## src/rtl/data_sram_resp_pkg.sv

```systemverilog
// Shared state encodings and default parameters for the data-SRAM responder.
package data_sram_resp_pkg;

  typedef enum logic [1:0] {
    IDLE = 2'd0,
    BUSY = 2'd1,
    RESP = 2'd2
  } state_t;

  localparam int          DEFAULT_TIMEOUT  = 64;
  localparam logic [31:0] DEFAULT_ERR_DATA = 32'hDEAD_BEEF;

endpackage

```

## src/rtl/data_sram_resp_wait_counter.sv

```systemverilog
// Watchdog counter: cleared when an access is accepted, counts while the
// access is outstanding, and flags the last permitted wait cycle.
module data_sram_resp_wait_counter #(
  parameter int TIMEOUT = 64,
  localparam int WIDTH  = $clog2(TIMEOUT)
) (
  input  logic clk,
  input  logic rst,
  input  logic clear,
  input  logic enable,
  output logic terminal
);

  logic [WIDTH-1:0] count;

  always_ff @(posedge clk) begin
    if (rst) begin
      count <= '0;
    end else if (clear) begin
      count <= '0;
    end else if (enable) begin
      count <= count + 1'b1;
    end
  end

  assign terminal = (count == WIDTH'(TIMEOUT - 1));

endmodule

```

## src/rtl/data_sram_resp.sv

```systemverilog
// CPU data-SRAM port responder: forwards each access to a variable-latency
// backing memory, stalls the pipeline while it is outstanding, and times out.
module data_sram_resp
  import data_sram_resp_pkg::*;
#(
  parameter int          TIMEOUT  = DEFAULT_TIMEOUT,
  parameter logic [31:0] ERR_DATA = DEFAULT_ERR_DATA
) (
  input  logic        clk,
  input  logic        rst,
  input  logic        data_sram_en,
  input  logic [3:0]  data_sram_wen,
  input  logic [31:0] data_sram_addr,
  input  logic [31:0] data_sram_wdata,
  output logic [31:0] data_sram_rdata,
  output logic        stallreq,
  output logic        mem_req,
  output logic        mem_we,
  output logic [3:0]  mem_wstrb,
  output logic [31:0] mem_addr,
  output logic [31:0] mem_wdata,
  input  logic        mem_ack,
  input  logic [31:0] mem_rdata,
  output logic        timeout_err
);

  state_t state;
  state_t next_state;
  logic   accept;
  logic   terminal;
  logic   finish;

  assign accept = ((state == IDLE) || (state == RESP)) && data_sram_en;
  // An ack on the terminal cycle still counts as a normal completion.
  assign finish = (state == BUSY) && (mem_ack || terminal);

  data_sram_resp_wait_counter #(
    .TIMEOUT (TIMEOUT)
  ) u_wait_counter (
    .clk      (clk),
    .rst      (rst),
    .clear    (accept),
    .enable   (state == BUSY),
    .terminal (terminal)
  );

  always_ff @(posedge clk) begin
    if (rst) begin
      state <= IDLE;
    end else begin
      state <= next_state;
    end
  end

  always_comb begin
    next_state = IDLE;
    case (state)
      IDLE, RESP: next_state = data_sram_en ? BUSY : IDLE;
      BUSY:       next_state = (mem_ack || terminal) ? RESP : BUSY;
      default:    next_state = IDLE;
    endcase
  end

  always_comb begin
    stallreq = (state == BUSY);
  end

  always_ff @(posedge clk) begin
    if (rst) begin
      data_sram_rdata <= '0;
      mem_req         <= 1'b0;
      mem_we          <= 1'b0;
      mem_wstrb       <= '0;
      mem_addr        <= '0;
      mem_wdata       <= '0;
      timeout_err     <= 1'b0;
    end else begin
      timeout_err <= 1'b0;
      if (accept) begin
        mem_req   <= 1'b1;
        mem_we    <= |data_sram_wen;
        mem_wstrb <= data_sram_wen;
        mem_addr  <= data_sram_addr & ~32'h3;
        mem_wdata <= data_sram_wdata;
      end else if (finish) begin
        mem_req <= 1'b0;
        if (!mem_we) begin
          data_sram_rdata <= mem_ack ? mem_rdata : ERR_DATA;
        end
        if (!mem_ack) begin
          timeout_err <= 1'b1;
        end
      end
    end
  end

endmodule

```

## config.mk

```make
export PLATFORM = sky130hd
export DESIGN_NAME = data_sram_resp
export DESIGN_NICKNAME = d
export VERILOG_FILES = /design/src/rtl/data_sram_resp_pkg.sv /design/src/rtl/data_sram_resp_wait_counter.sv /design/src/rtl/data_sram_resp.sv
export SDC_FILE = /design/constraint.sdc
export NUM_CORES = 1
export LEC_CHECK = 0
export BUFFER_PORTS_ARGS = -buffer_cell sky130_fd_sc_hd__buf_2
export CAP_MARGIN = 10
export CORE_MARGIN = 2
export CORE_UTILIZATION = 45
export DETAILED_ROUTE_END_ITERATION = 10
export GPL_TIMING_DRIVEN = 0
export PLACE_DENSITY = 0.85
export SYNTH_ARGS = -nofsm -noshare
export SYNTH_HDL_FRONTEND = slang
export SYNTH_SLANG_ARGS = --single-unit
```

## constraint.sdc

```tcl
create_clock -name clk -period 3.1 [get_ports clk]
set_input_delay 0.31 -clock clk [delete_from_list [all_inputs] [get_ports clk]]
set_output_delay 0.31 -clock clk [all_outputs]
set_load 0.1 [all_outputs]
```

==> results of run 1 <==
logic make-up after synthesis:
kind of cell / synth area share
buffers and inverters: 0.0708
other: 0.000874
adders and majority gates: 0.00291
muxes: 0.00233
DFF: 0.508
AOI/OAI and AO/OA: 0.239
xor gates and xnor gates: 0.00408
and+or+nand+nor: 0.171
sequential cells by signal, indices dropped and copies added (netlist names):
signal                cells
mem_wdata                32
mem_wstrb                 4
state                     2
mem_req                   1
u_wait_counter.count      6
timeout_err               1
mem_we                    1
data_sram_rdata          32
mem_addr                 30
through the flow:
step	instance area, sq um	setup WS (ns)	total power (uW)	cells
after global routing	5670	0.944	3390	862
final	5670	1.06	3260	862
after floorplan	4300	0.639	2260	514
after CTS	5670	1.03	3280	862
after detailed placement	5470	1.34	2460	846
after global placement	5470	1.42	2440	846
cell type report:
type | count | area share
Buffer | 41 | 0.0344
Clock buffer | 10 | 0.0243
Clock inverter | 6 | 0.0102
Inverter | 29 | 0.0192
Multi-Input combinational cell | 335 | 0.319
Sequential cell | 109 | 0.385
Tap cell | 129 | 0.0285
Timing Repair Buffer | 203 | 0.179
power breakdown:
part           total (uW)  internal [uW]  switching, uW
clock network         838            329            509
logic                 910            179            731
registers            1510           1470           41.9
how the worst max path moves through the flow:
| stage | from | end | depth (start not counted) |
|---|---|---|---|
| final | state[0]$_SDFF_PP0_ | stallreq | 2 |
| after CTS | state[0]$_SDFF_PP0_ | stallreq | 2 |
| after floorplan | state[0]$_SDFF_PP0_ | state[0]$_SDFF_PP0_ | 3 |
| after global routing | state[0]$_SDFF_PP0_ | stallreq | 2 |
| after global placement | state[0]$_SDFF_PP0_ | mem_wdata[21]$_SDFFE_PP0P_ | 6 |
| after detailed placement | rst | mem_wdata[31]$_SDFFE_PP0P_ | 4 |
cells in the final DEF (no fill, tap or decap), types with 2 or more instances in the layout:
| master | netlist | routed |
|---|---|---|
| buf_2 | 15 | 218 |
| nand2_1 | 134 | 134 |
| dfxtp_1 | 109 | 109 |
| a21oi_1 | 103 | 103 |
| nor2_1 | 28 | 28 |
| inv_1 | 27 | 27 |
| clkbuf_1 | 22 | 22 |
| a2111oi_2 | 19 | 19 |
| o211ai_1 | 10 | 10 |
| clkbuf_8 | 0 | 10 |
| a22oi_1 | 8 | 8 |
| a2111oi_0 | 5 | 5 |
| o21ai_0 | 3 | 3 |
| or3_1 | 3 | 3 |
| nor2b_1 | 2 | 2 |
| buf_6 | 2 | 2 |
| clkinv_1 | 2 | 2 |
| nor4_1 | 2 | 2 |
| buf_4 | 2 | 2 |
| conb_1 | 1 | 2 |
| inv_6 | 0 | 2 |
| clkinvlp_4 | 0 | 2 |
worst reg2reg max path, cell delays in order (launching register included):
cell and delay, ns:
dfxtp_1 0.47, nand4bb_1 0.16, buf_2 0.17, clkbuf_1 0.38, nor2_1 0.11, a2111oi_2 0.41
routing by layer:
layer | vias up | share of wire
li1 | 2153 | -
met1 | 2014 | 0.41
met2 | 167 | 0.50
met3 | 16 | 0.074
met4 | 0 | 0.013
met5 | - | 0
==> out/metrics.cfg, run 1 <==
[setup_path]
worstPathBufferInverterCount=1
end_kind=primary output
critPathMaxStageDelay_ns=0.53
r2r_end=data_sram_rdata[2]$_SDFFE_PP0P_
arrival_ns=1.73
path_cells=nor2b_1 > buf_2
path_max_fanout=9
crit_slowest_cell=dfxtp_1
cp_data_required_time_ns=2.79
startpoint_type=flip-flop
r2r_slack_ns=1.28
crit_family=flip-flops
worstSetupPathType=flip-flop to primary output
reg2reg_depth=5
r2r-start=mem_we$_SDFFE_PP0P_

[final_layout]
multi_input_area_sq_mm=0.00181
diodes=0
nets=833
drive_gt1_frac=0.355
ff_latch_area_sq_mm=0.00218
synthToLayoutAreaGrowth_pct=32.1
post-route-util=0.613
fillers=841

[hold_path]
min_to=mem_wdata[10]$_SDFFE_PP0P_
holdPathStages=3
worstHoldPathType=input port to flip-flop
holdCritStartpoint=data_sram_wdata[10]

[global_routing]
overflow=0
grt_usage=0.225
grt_pass1_vias=4159
grt_use_met1=0.269
met3_usage=0.0504
use_met2=0.392
antenna_found_initial=0
grt_pass1_wl_mm=18.7
gr-max-usage-layer=met2
grt_max_degree=20

[route]
vias_per_cell=5.05
vias=4350
drc=0
drt-total-wl_mm=12.0
wire_per_inst_um=13.9
drtIter0Drc=142
ant_nets=0
dr.pass1.iters=5

[timing]
hold_ws_ns=0.164
tns_ns=0
slew-limit-headroom=0.516
hold_viol_final=0
rsz0062_at_grt=false
slew_violations=0
timing.final.crit_period_ns=2.04
timing.fmax_mhz=490
worst_slew_pin_slew_ns=0.726
min_period_over_period=0.658
finClkSkew_ns=0.0142
report.final.setup_viol=0

[die]
initial_utilization=0.464
fp.dieArea_sq_mm=0.0103
die_h_um=102
rows=35
core_area_sq_mm=0.00924
pin_count=208
die_w_um=102

[cts]
cts_tree=yes
cts_resized=0
clk_pin_slew_ns=0.12
cts_buffers=9
insertion_delay_ns=0.36
cts_hold_buf=0
cts_setup_buffers=0
cts.sink_count=109
htree_levels=3
clockRootBuffer=clkbuf_8
cts_buffer_depth=2

[placement]
io_buffers=203
gp_congestion=0.807
hpwl_mm=9.06

[power]
pwr_density_cell_mw_per_mm2=575
ir_drop_mv=0.298
leakagePower_uw=0.00254

[yosys]
synth_async_sr_flop_share=0
yosysTopAreaCellShare=0.508
ys_seq_area_frac=0.508
synthCells=513
syn-cell-area_sq_mm=0.00429
avgSynthCellArea_sq_um=8.37
synthFlopType=dfxtp_1
synth_common_cells=134 x nand2_1, 109 x dfxtp_1, 103 x a21oi_1
ys_ff_latch=109
ys_warn_count=0
yosys.area.top_type=dfxtp_1
synth.most_common_cell=nand2_1
synth_area_leaders=dfxtp_1 51%, a21oi_1 12%, nand2_1 12%, a2111oi_2 6.6%, nor2_1 2.4%
yosysUniqueCellTypes=35
synth_edf_count=0

[run]
cap_viol_max_count=0

[status]
status=complete, no violations

Power figures use the tool's default switching activity.
==> run 2: changes to the inputs <==
==> constraint.sdc (replaced) <==
create_clock -name clk -period 2 [get_ports clk]
set_input_delay 0.2 -clock clk [delete_from_list [all_inputs] [get_ports clk]]
set_output_delay 0.2 -clock clk [all_outputs]
set_load 0.1 [all_outputs]
==> run 2 against run 1 <==
  * Combinational power increased by 55%
  * Sequential cell count unchanged
  * Core utilization about the same
  * Total power increased by 55%
  * Non-clock buffer count unchanged
  * Clock power increased by 56%
  * Setup slack got worse by 0.89 ns
  * Die area unchanged
  * Final cell count decreased by 0.12%
  * Clock-buffer cell count unchanged
  * Critical path depth unchanged
==> out/metrics.cfg, run 2 (synthesis gave the netlist of run 1 again) <==
[setup_path]
r2r-start=state[1]$_SDFF_PP0_
path_max_fanout=9  ; unchanged
setup.worst_path.start=state[0]$_SDFF_PP0_
arrival_ns=1.63  ; -0.10 ns
crit_end=stallreq
end_kind=primary output
r2r_slack_ns=0.26  ; -1.02 ns
cp_data_required_time_ns=1.80  ; -0.99 ns
reg2reg_depth=5  ; unchanged
worstSetupPathType=flip-flop to primary output
startpoint_type=flip-flop
r2r_end=data_sram_rdata[27]$_SDFFE_PP0P_

[route]
vias=4348  ; -0.046%
ant_nets=0  ; unchanged
dr.pass1.iters=4  ; -1
wire_per_inst_um=13.9  ; about the same
drtIter0Drc=144  ; +1.4%
drt-total-wl_mm=12.0  ; -0.14%
vias_per_cell=5.05  ; about the same
drc=0  ; unchanged

[final_layout]
post-route-util=0.613  ; about the same
nets=833  ; unchanged
fillers=834  ; -0.83%
top_regs=data_sram_rdata: 32 flops, mem_wdata: 32 flops, mem_addr: 30 flops
layout_common_cells=218 x buf_2, 134 x nand2_1, 108 x dfxtp_1
diodes=0  ; unchanged
drive_gt1_frac=0.355  ; +0.000485
synthToLayoutAreaGrowth_pct=32.0  ; about the same
final_common_cell=buf_2
stdcell_count=861  ; -0.12%

[cts]
cts_buffer_depth=2  ; unchanged
cts.sink_count=109  ; unchanged
cts_resized=0  ; unchanged
cts_tree=yes
cts_setup_buffers=0  ; unchanged
clk_pin_slew_ns=0.11  ; about the same
cts_buffers=9  ; unchanged
htree_levels=3  ; unchanged
clockRootBuffer=clkbuf_8
cts_hold_buf=0  ; unchanged
insertion_delay_ns=0.35  ; about the same

[status]
status=complete, no violations

[global_routing]
antenna_found_initial=0  ; unchanged
grt_pass1_vias=4191  ; +0.77%
grt_pass1_wl_mm=19.0  ; +1.7%
grt_usage=0.227  ; +0.00248
overflow=0  ; unchanged
grt_max_degree=18  ; -10%

[timing]
slew_violations=0  ; unchanged
worst_slew_pin_slew_ns=0.711  ; -0.0155 ns
timing.final.crit_period_ns=1.83
slew-limit-headroom=0.526  ; +0.0103
report.final.setup_viol=0  ; unchanged
min_period_over_period=0.914
hold_viol_final=0  ; unchanged
rsz0062_at_grt=false
timing.fmax_mhz=547
tns_ns=0  ; unchanged
finClkSkew_ns=0.0151  ; +0.000882 ns

[die]
die_h_um=102  ; unchanged
die_w_um=102  ; unchanged
pin_count=208  ; unchanged
fp.dieArea_sq_mm=0.0103  ; unchanged
initial_utilization=0.464  ; unchanged
rows=35  ; unchanged
core_area_sq_mm=0.00924  ; unchanged

[power]
pwr_density_cell_mw_per_mm2=895  ; +55%
ir_drop_mv=0.413  ; +39%
leakagePower_uw=0.00254  ; about the same
p_clk_frac=0.258  ; about the same
cellInternalPower_uw=3140  ; +59%
swShare=0.381  ; -0.0126
power_frac_seq=0.463  ; about the same
p_switching_uw=1930  ; +50%
p_comb_frac=0.279  ; about the same

[hold_path]
worstHoldPathType=input port to flip-flop

[placement]
hpwl_mm=9.10  ; +0.43%
dp.cells=846  ; unchanged
io_buffers=203  ; unchanged
gp_congestion=0.844  ; +4.5%

[run]
cap_viol_max_count=0  ; unchanged

-- run 2: cell count changes in the layout (fill, tap and decap cells not counted), sizes merged --
cell    delta
bufinv     +1
clkinv     -1
inv        -1
-- run 2: worst min path at each step --
stage,start,to,cells past startpoint
floorplan,mem_ack,timeout_err$_SDFF_PP0_,1
global placement,mem_wdata[23]$_SDFFE_PP0P_,mem_wdata[23]$_SDFFE_PP0P_,2
detailed placement,mem_wdata[17]$_SDFFE_PP0P_,mem_wdata[17]$_SDFFE_PP0P_,2
CTS,data_sram_wdata[12],mem_wdata[12]$_SDFFE_PP0P_,3
global route,data_sram_addr[3],mem_addr[3]$_SDFFE_PP0P_,3
finish,data_sram_wdata[12],mem_wdata[12]$_SDFFE_PP0P_,3
-- run 2: power groups by stage --
stage	Sequential [uW]	Combinational, uW	Clock [uW]
floorplan	3150	353	0
global placement	2390	1390	0
detailed placement	2390	1410	0
CTS	2340	1420	1340
global route	2360	1490	1440
finish	2350	1410	1310
-- run 2: critical path, stage by stage (launching register included) --
cell     delay [ns]
dfxtp_1        0.51
nor2b_2        0.30
buf_2          0.47
-- run 2: layer usage --
metal  vias up  track usage  part of all wire
li1       2152            -                 -
met3        20       0.0559             0.073
met2       181        0.396              0.49
met4         0       0.0759             0.021
met1      1995        0.273              0.42
met5         -            0                 0
-- run 2: final cells by class --
type | instances | area (sq um) | area share
tap | 129 | 161 | 0.0285
inverter | 29 | 109 | 0.0192
buffer | 41 | 195 | 0.0345
clock inverter | 5 | 61.3 | 0.0108
multi-input combinational | 335 | 1810 | 0.320
timing repair buffer | 203 | 1020 | 0.179
clock buffer | 10 | 128 | 0.0225
sequential | 109 | 2180 | 0.385
-- run 2: through the flow --
step	total power, uW	hold WS [ns]	setup WS, ns	cell area [sq um]
4_1_cts	5100	0.0525	0.136	5670
2_1_floorplan	3500	0.279	0.166	4300
5_1_grt	5290	0.0473	0.0218	5670
3_5_place_dp	3810	0.443	0.256	5480
3_3_place_gp	3780	0.439	0.359	5480
6_report	5070	0.0643	0.172	5670
==> run 3: changes to the inputs <==
--- a/config.mk
+++ b/config.mk
@@ -9,8 +9,10 @@
 export CAP_MARGIN = 10
 export CORE_MARGIN = 2
 export CORE_UTILIZATION = 45
+export CTS_CLUSTER_DIAMETER = 30
 export DETAILED_ROUTE_END_ITERATION = 10
 export GPL_TIMING_DRIVEN = 0
+export HOLD_SLACK_MARGIN = 0.08
 export PLACE_DENSITY = 0.85
 export SYNTH_ARGS = -nofsm -noshare
 export SYNTH_HDL_FRONTEND = slang
==> run 3 against run 2 <==
  * Core utilization is 4.9 points higher
  * Clock skew is 0.0021 ns lower
  * Critical endpoint unchanged
  * Largest cell class unchanged
  * Fmax is 1.0% lower
  * Via count is 6.3% higher
  * Final cell count is 5.2% higher
  * Register-to-register slack hardly changed
  * Routed wire length is 9.0% higher
  * Highest routed layer unchanged
  * Die area stayed put
==> out/metrics.cfg, run 3 (synthesis gave the netlist of run 1 again) <==
[timing]
hold_ws_ns=0.0836  ; +0.0192 ns
slew_violations=0  ; unchanged
slew-limit-headroom=0.519  ; -0.00689
report.final.setup_viol=0  ; unchanged
rsz0062_at_grt=false
min_period_over_period=0.923  ; +0.00936
worst_slew_pin_slew_ns=0.721  ; +0.0103 ns
hold_viol_final=0  ; unchanged
timing.final.crit_period_ns=1.85  ; +0.0187 ns
timing.fmax_mhz=542  ; -1.0%
finClkSkew_ns=0.0130  ; -0.00213 ns
tns_ns=0  ; unchanged

[setup_path]
end_kind=primary output
arrival_ns=1.65  ; +0.02 ns
startpoint_type=flip-flop
r2r_slack_ns=0.26  ; about the same
worstSetupPathType=flip-flop to primary output
r2r_end=data_sram_rdata[5]$_SDFFE_PP0P_
setup.worst_path.start=state[0]$_SDFF_PP0_
crit_family=flip-flops
path_cells=nor2b_2 > buf_2
critPathMaxStageDelay_ns=0.51  ; about the same
worstPathBufferInverterCount=1  ; unchanged
crit_slowest_cell=dfxtp_1
path_max_fanout=9  ; unchanged
reg2reg_depth=5  ; unchanged
r2r-start=state[1]$_SDFF_PP0_
cp_data_required_time_ns=1.80  ; about the same

[die]
die_w_um=102  ; unchanged
core_area_sq_mm=0.00924  ; unchanged
rows=35  ; unchanged
die_h_um=102  ; unchanged
fp.dieArea_sq_mm=0.0103  ; unchanged
pin_count=208  ; unchanged
initial_utilization=0.464  ; unchanged

[placement]
gp_congestion=0.844  ; unchanged
hpwl_mm=9.10  ; unchanged
io_buffers=203  ; unchanged

[route]
route.met3.wl_um=895  ; +2.3%
wire_per_inst_um=14.4  ; +3.5%
ant_nets=0  ; unchanged
drt-total-wl_mm=13.0  ; +9.0%
dr_wl_met2_mm=6.42  ; +11%
drtIter0Drc=152  ; +5.6%
vias_per_cell=5.10  ; +0.98%
vias=4620  ; +6.3%
dr.pass1.iters=5  ; +1
top_layer=met4
drt-met1-wl_mm=5.26  ; +4.5%
drc=0  ; unchanged

[cts]
cts_resized=0  ; unchanged
cts_tree=yes
cts_buffers=9  ; unchanged
cts.sink_count=109  ; unchanged
htree_levels=3  ; unchanged
cts_buffer_depth=2  ; unchanged
cts_hold_buf=44  ; +44
insertion_delay_ns=0.36  ; about the same
clockRootBuffer=clkbuf_8
clk_pin_slew_ns=0.10  ; about the same
cts_setup_buffers=0  ; unchanged

[power]
leakagePower_uw=0.00273  ; +7.4%
pwr_density_cell_mw_per_mm2=843  ; -5.8%
ir_drop_mv=0.415  ; +0.49%

[hold_path]
holdCritStartpoint=data_sram_wdata[21]
holdPathStages=3  ; unchanged
min_to=mem_wdata[21]$_SDFFE_PP0P_
worstHoldPathType=input port to flip-flop

[global_routing]
antenna_found_initial=0  ; unchanged
overflow=0  ; unchanged
grt_max_degree=18  ; unchanged
grt_pass1_vias=4529  ; +8.1%
grt_usage=0.250  ; +0.0232
grt_pass1_wl_mm=20.7  ; +8.8%

[final_layout]
nets=878  ; +5.4%
top_regs=data_sram_rdata: 32 flops, mem_wdata: 32 flops, mem_addr: 30 flops
layout_common_cells=218 x buf_2, 134 x nand2_1, 108 x dfxtp_1
drive_gt1_frac=0.335  ; -0.0206
synthToLayoutAreaGrowth_pct=42.5
final_common_cell=buf_2
diodes=0  ; unchanged

[run]
cap_viol_max_count=0  ; unchanged

[status]
status=complete, no violations

[run 3: changes by cell type in the layout (fill, tap and decap cells not counted), sizes merged]
cell / previous run / this run
dlygate4sd3: 0 / 45
[run 3: per-layer routing]
| metal | GRT usage | vias up |
|---|---|---|
| met4 | 0.108 | 0 |
| met3 | 0.0545 | 43 |
| met2 | 0.439 | 219 |
| met1 | 0.294 | 2111 |
| met5 | 0 | - |
| li1 | - | 2247 |
[run 3: worst reg2reg max path: cells and delay by family (launching register included)]
| family | cells | cell delay [ns] |
|---|---|---|
| DFF | 1 | 0.46 |
| AOI/OAI and AO/OA | 1 | 0.34 |
| buffers and inverters | 2 | 0.56 |
| and+or+nand+nor | 2 | 0.27 |
[run 3: layout make-up]
class	instances	area [sq um]
multi-input cells	335	1810
fillers	756	3120
repair buffers	248	1470
clock buffers	10	128
well taps	129	161
flip-flops and latches	109	2180
plain buffers	41	195
inverters	29	109
clock inverters	5	61.3
[run 3: how the worst max path moves through the flow]
stage / end / depth (start not counted)
after global routing: data_sram_rdata[5]$_SDFFE_PP0P_ / 5
after global placement: mem_wdata[20]$_SDFFE_PP0P_ / 6
final: stallreq / 2
after floorplan: u_wait_counter.count[1]$_SDFFE_PP0N_ / 3
after CTS: stallreq / 2
after detailed placement: data_sram_rdata[17]$_SDFFE_PP0P_ / 4
[run 3: metrics by stage]
step / total power [uW] / util / std cells / worst slack, ns / cell area, sq um
after global placement: 3780 / 0.593 / 846 / 0.359 / 5480
after global routing: 5360 / 0.662 / 906 / 0.0218 / 6120
final: 5150 / 0.662 / 906 / 0.153 / 6120
after floorplan: 3500 / - / 514 / 0.166 / 4300
after detailed placement: 3810 / 0.593 / 846 / 0.256 / 5480
after CTS: 5170 / 0.661 / 905 / 0.136 / 6110
[run 3: where the power goes]
part	switching [uW]	total [uW]	internal, uW
sequential	67.3	2350	2280
clock	732	1310	581
combinational	1160	1490	336
total	1960	5150	3200
